[config.mk]
export PLATFORM = sky130hd
export DESIGN_NAME = piso_serializer
export DESIGN_NICKNAME = d
export VERILOG_FILES = /design/src/rtl/piso_serializer.sv
export SDC_FILE = /design/constraint.sdc
export NUM_CORES = 1
export LEC_CHECK = 0
export ABC_AREA = 1
export BUFFER_PORTS_ARGS = -buffer_cell sky130_fd_sc_hd__buf_4
export CORE_MARGIN = 5
export CORE_UTILIZATION = 47
export CTS_CLUSTER_SIZE = 30
export DETAILED_ROUTE_END_ITERATION = 10
export PLACE_DENSITY = 0.79
export RECOVER_POWER = 50
export SLEW_MARGIN = 20
export SYNTH_ARGS = -nofsm -noshare
export SYNTH_HDL_FRONTEND = slang
export SYNTH_SLANG_ARGS = --single-unit
[constraint.sdc]
create_clock -name i_clk -period 1.1 [get_ports i_clk]
set_input_delay 0 -clock i_clk [delete_from_list [all_inputs] [get_ports i_clk]]
set_output_delay 0 -clock i_clk [all_outputs]
set_load 0.005 [all_outputs]
[src/rtl/piso_serializer.sv]
// piso_serializer: parameterised parallel-in/serial-out shifter for the UART TX path.
// A word is loaded via a valid/ready handshake, then shifted one bit per baud tick.
// The bit order is selectable. An end-of-word pulse and a synchronous flush are provided.
// Optional feature macro: SER_PARITY_EN appends one parity bit period after the data bits.
// PARITY_ODD selects the parity sense when that macro is defined.
module piso_serializer #(
    parameter int   DATA_WIDTH = 8,
    parameter int   MSB_FIRST  = 0,
    parameter logic IDLE_LEVEL = 1'b1,
    parameter int   PARITY_ODD = 0
) (
    input  logic                  i_clk,
    input  logic                  i_rst,
    input  logic [DATA_WIDTH-1:0] i_p_data,
    input  logic                  i_valid,
    output logic                  o_ready,
    input  logic                  i_tick,
    input  logic                  i_flush,
    output logic                  o_data_bit,
    output logic                  o_busy,
    output logic                  o_done
);

    localparam int CW = $clog2(DATA_WIDTH + 1);

`ifdef SER_PARITY_EN
    // The parity period is counted as one extra bit after the data bits.
    localparam logic [CW-1:0] LAST = CW'(DATA_WIDTH);
`else
    localparam logic [CW-1:0] LAST = CW'(DATA_WIDTH - 1);
`endif

    // Reject illegal configurations at elaboration time.
    if (DATA_WIDTH < 2 || DATA_WIDTH > 32) begin : g_bad_width
        $error("piso_serializer: DATA_WIDTH must be in 2..32");
    end
    if (PARITY_ODD < 0 || PARITY_ODD > 1) begin : g_bad_parity
        $error("piso_serializer: PARITY_ODD must be 0 or 1");
    end

    typedef enum logic {
        IDLE,
        SHIFT
    } state_t;

    state_t                state;
    logic [DATA_WIDTH-1:0] sr;
    logic [DATA_WIDTH-1:0] sr_next;
    logic [CW-1:0]         cnt;
    logic                  done;
    logic                  accept;
    logic                  end_bit;
    logic                  shift_bit;

    assign accept  = (state == IDLE) && i_valid && !i_flush;
    assign end_bit = (MSB_FIRST != 0) ? sr[DATA_WIDTH-1] : sr[0];
    assign sr_next = (MSB_FIRST != 0) ? {sr[DATA_WIDTH-2:0], 1'b0}
                                      : {1'b0, sr[DATA_WIDTH-1:1]};

`ifdef SER_PARITY_EN
    logic par;

    // Capture the word parity at accept; flush and reset clear it.
    always_ff @(posedge i_clk or negedge i_rst) begin
        if (!i_rst) begin
            par <= 1'b0;
        end else if (i_flush) begin
            par <= 1'b0;
        end else if (accept) begin
            par <= (^i_p_data) ^ (PARITY_ODD != 0);
        end
    end

    // Once all data bits are consumed the counter sits on DATA_WIDTH for the parity period.
    assign shift_bit = (cnt == CW'(DATA_WIDTH)) ? par : end_bit;
`else
    assign shift_bit = end_bit;
`endif

    // Control FSM: load on accept, shift on tick, pulse done after the terminal tick.
    always_ff @(posedge i_clk or negedge i_rst) begin
        if (!i_rst) begin
            state <= IDLE;
            sr    <= '0;
            cnt   <= '0;
            done  <= 1'b0;
        end else begin
            done <= 1'b0;
            if (i_flush) begin
                state <= IDLE;
                sr    <= '0;
                cnt   <= '0;
            end else begin
                case (state)
                    IDLE: begin
                        if (i_valid) begin
                            sr    <= i_p_data;
                            cnt   <= '0;
                            state <= SHIFT;
                        end
                    end
                    SHIFT: begin
                        if (i_tick) begin
                            if (cnt == LAST) begin
                                state <= IDLE;
                                done  <= 1'b1;
                            end else begin
                                sr  <= sr_next;
                                cnt <= cnt + CW'(1);
                            end
                        end
                    end
                    default: state <= IDLE;
                endcase
            end
        end
    end

    assign o_ready    = (state == IDLE);
    assign o_busy     = (state == SHIFT);
    assign o_done     = done;
    assign o_data_bit = (state == SHIFT) ? shift_bit : IDLE_LEVEL;

endmodule

==> results.toml <==
[setup_path]
cp_cell_sequence = "ha_2, nand4_1, nand2_2, nand3_1, nand2_1"
r2r-start = "cnt[0]$_DFFE_PN0P_"
cp.buffers_inverters = 0
critPathLaunch = "cnt[0]$_DFFE_PN0P_"
path_max_fanout = 6
worstSetupPathType = "flop to flop"
crit_family = "simple AND/OR/NAND/NOR gates"
crit_slowest_cell = "dfrtp_1"
startpoint_type = "flop"
crit_required_ns = 1.34
cpPeakStageDelay_ns = 0.38
endpoint_kind = "flop"
worstPathArrival_ns = 1.55
ff2ff_setup_slack_ns = -0.21

[drt]
num_vias = 907
via_per_inst = 5.50
firstDrtPassIters = 4
remaining_drc_errors = 0
top_layer = "met4"
wire_per_inst_um = 16.0
wirelength_mm = 2.64
postRouteAntennaNets = 0
drtIter0Drc = 25
dr_wl_met2_mm = 1.36
met1Wirelength_mm = 1.04
wl_met3_um = 153

[timing]
max-slew-margin-rel = 0.469
slew_viol_final = 0
fin_ws_ns = -0.208
period_needed_ns = 1.31
setup_violations = 17
tightest_slew_ns = 0.796
min_period_over_period = 1.19
hold_violations = 0
finClkSkew_ns = 0.00127
max_freq_mhz = 764
grt_setup_unrepaired = "true"

[power_and_ir_drop]
swShare = 0.307
p_comb_frac = 0.268
ir_worst_vdd_mv = 0.634
seqPwrFrac = 0.425
pwr_density_cell_nw_per_um2 = 990
power_leakage_nw = 0.694
switchingPower_w = 0.000406
finalPower_w = 0.00132
intPower_w = 0.000916
clkPwrFrac = 0.307

[die]
ioPinCount = 17
core_area_um2 = 1690
std_cell_rows = 15
die_area_um2 = 2690
start_util = 0.487
die_x_um = 51.9
die_h_um = 51.9

[flow_run]
cap_violations = 0

[synth]
yosys-top-cells-area = "dfrtp_1 43%, nand2_1 19%, nand3_1 14%"
yosys.area.top_type_share = 0.426
yosysWarnings = 0
yosysSeqAreaShare = 0.426
yosys.area.top_type = "dfrtp_1"
yosys_register_bits = 14
synth_cell_type_count = 15
syn_area_um2 = 823
syn_inst = 112
avgSynthCellArea_um2 = 7.35
syn_nets = 126

[hold_path]
hp-class = "input pin to flop"
hold_path_startpoint = "i_p_data[5]"

[layout]
area_delta_synth_final_pct = 62.2
final_common_cell = "nand2_1"
diodes = 0
drive_gt1_frac = 0.493
fin_util = 0.790
final_cell_mix = "34 x nand2_1, 21 x buf_4, 16 x nand3_2"
finish.net_count = 163

[global_route]
grt_pass1_vias = 859
grt_max_degree = 15
grt_antenna_before_repair = 0
grt_first_pass_wirelength_mm = 3.89
grtUsageTotal = 0.203
grt-ovfl-total = 0

[clock_network]
htree_num_levels = 1
cts_tree = "yes"
clk_pin_slew_ns = 0.10
cts_sinks = 14
cts-root-buf = "clkbuf_4"
clock_latency_ns = 0.30
cts.path.max_buffers = 2
cts_buffers = 3

[place]
globalplace.congestion = 0.807
portBuffers = 16
dpl.hpwl_mm = 1.35

[status]
outcome = "finished with violations"
violations = "negative setup slack"
cell usage after synthesis:
master   count
buf_2        2
buf_4        1
buf_6        3
dfrtp_1     14
ha_1         1
inv_1        8
inv_2        1
nand2_1     42
nand2_2      2
nand3_1     23
nand3_2      3
nand4_1      2
nor2_1       6
nor2_2       3
or2_2        1
worst register-to-register path: cells and delay by family (launching register included):
family        cells  cell delay, ns
flops             1            0.38
fa+ha+maj         1            0.22
simple gates      4            0.65
cells by family (layout without fill, tap and decap cells):
group,after synthesis,in the layout,share of synthesized area
adder cells (fa/ha/maj),1,1,0.0152
buffers and inverters,15,49,0.103
flip-flops,14,14,0.426
AND/OR/NAND/NOR,82,84,0.456
sequential cells by signal, summed over array words and instances (netlist names):
| signal | count |
|---|---|
| o_busy | 1 |
| sr | 8 |
| o_done | 1 |
| cnt | 4 |
final cells by class:
| type | count | area (um^2) |
|---|---|---|
| Sequential cell | 14 | 352 |
| Clock buffer | 4 | 36.3 |
| Timing Repair Buffer | 36 | 352 |
| Tap cell | 17 | 21.3 |
| Inverter | 9 | 33.8 |
| Fill cell | 112 | 354 |
| Multi-Input combinational cell | 85 | 541 |
power groups by stage:
| stage | combinational (W) | clock (W) | sequential [W] |
|---|---|---|---|
| final | 0.000354 | 0.000405 | 0.000562 |
| after global placement | 0.000208 | 0 | 0.000568 |
| after floorplan | 0.000131 | 0 | 0.000567 |
| after global routing | 0.000386 | 0.000423 | 0.000565 |
| after detailed placement | 0.000212 | 0 | 0.000570 |
| after CTS | 0.000302 | 0.000393 | 0.000559 |
timing repair:
item / 4_1_cts / 5_1_grt
resized for setup: 23 / 19
pin swaps: 4 / 12
hold buffers: 4 / 0
setup buffers: 3 / 2
endpoints found under the setup margin: 16 / 17
cloned: 2 / 1
hold endpoints to repair: 17 / 0
metrics by stage:
stage               worst slack (ns)  TNS (ns)  instance area [um^2]  cells  hold slack (ns)
finish                        -0.208     -2.31                  1340    165           0.0156
detailed placement            -0.251     -2.85                   996    149           -0.138
floorplan                    -0.0435    -0.401                   831    112           -0.296
CTS                          -0.0972    -0.568                  1220    162           0.0275
global route                  -0.246     -3.13                  1340    165           0.0373
global placement              -0.221     -2.48                   996    149           -0.138
routing by layer:
metal,vias up,GRT usage
met5,-,0
met4,0,0.140
met3,9,0.0287
met2,42,0.305
met1,430,0.266
li1,426,-
final timing paths:
kind / endpoint / cells after the start
max in group asynchronous: o_busy$_DFF_PN0_ / 2
min in group asynchronous: cnt[2]$_DFFE_PN0P_ / 2
setup reg to reg: cnt[3]$_DFFE_PN0P_ / 5
hold reg to reg: sr[4]$_DFFE_PN0P_ / 2
setup / recovery: cnt[3]$_DFFE_PN0P_ / 5
hold / removal: sr[5]$_DFFE_PN0P_ / 5
No activity file was read; power rests on OpenSTA's default activity.
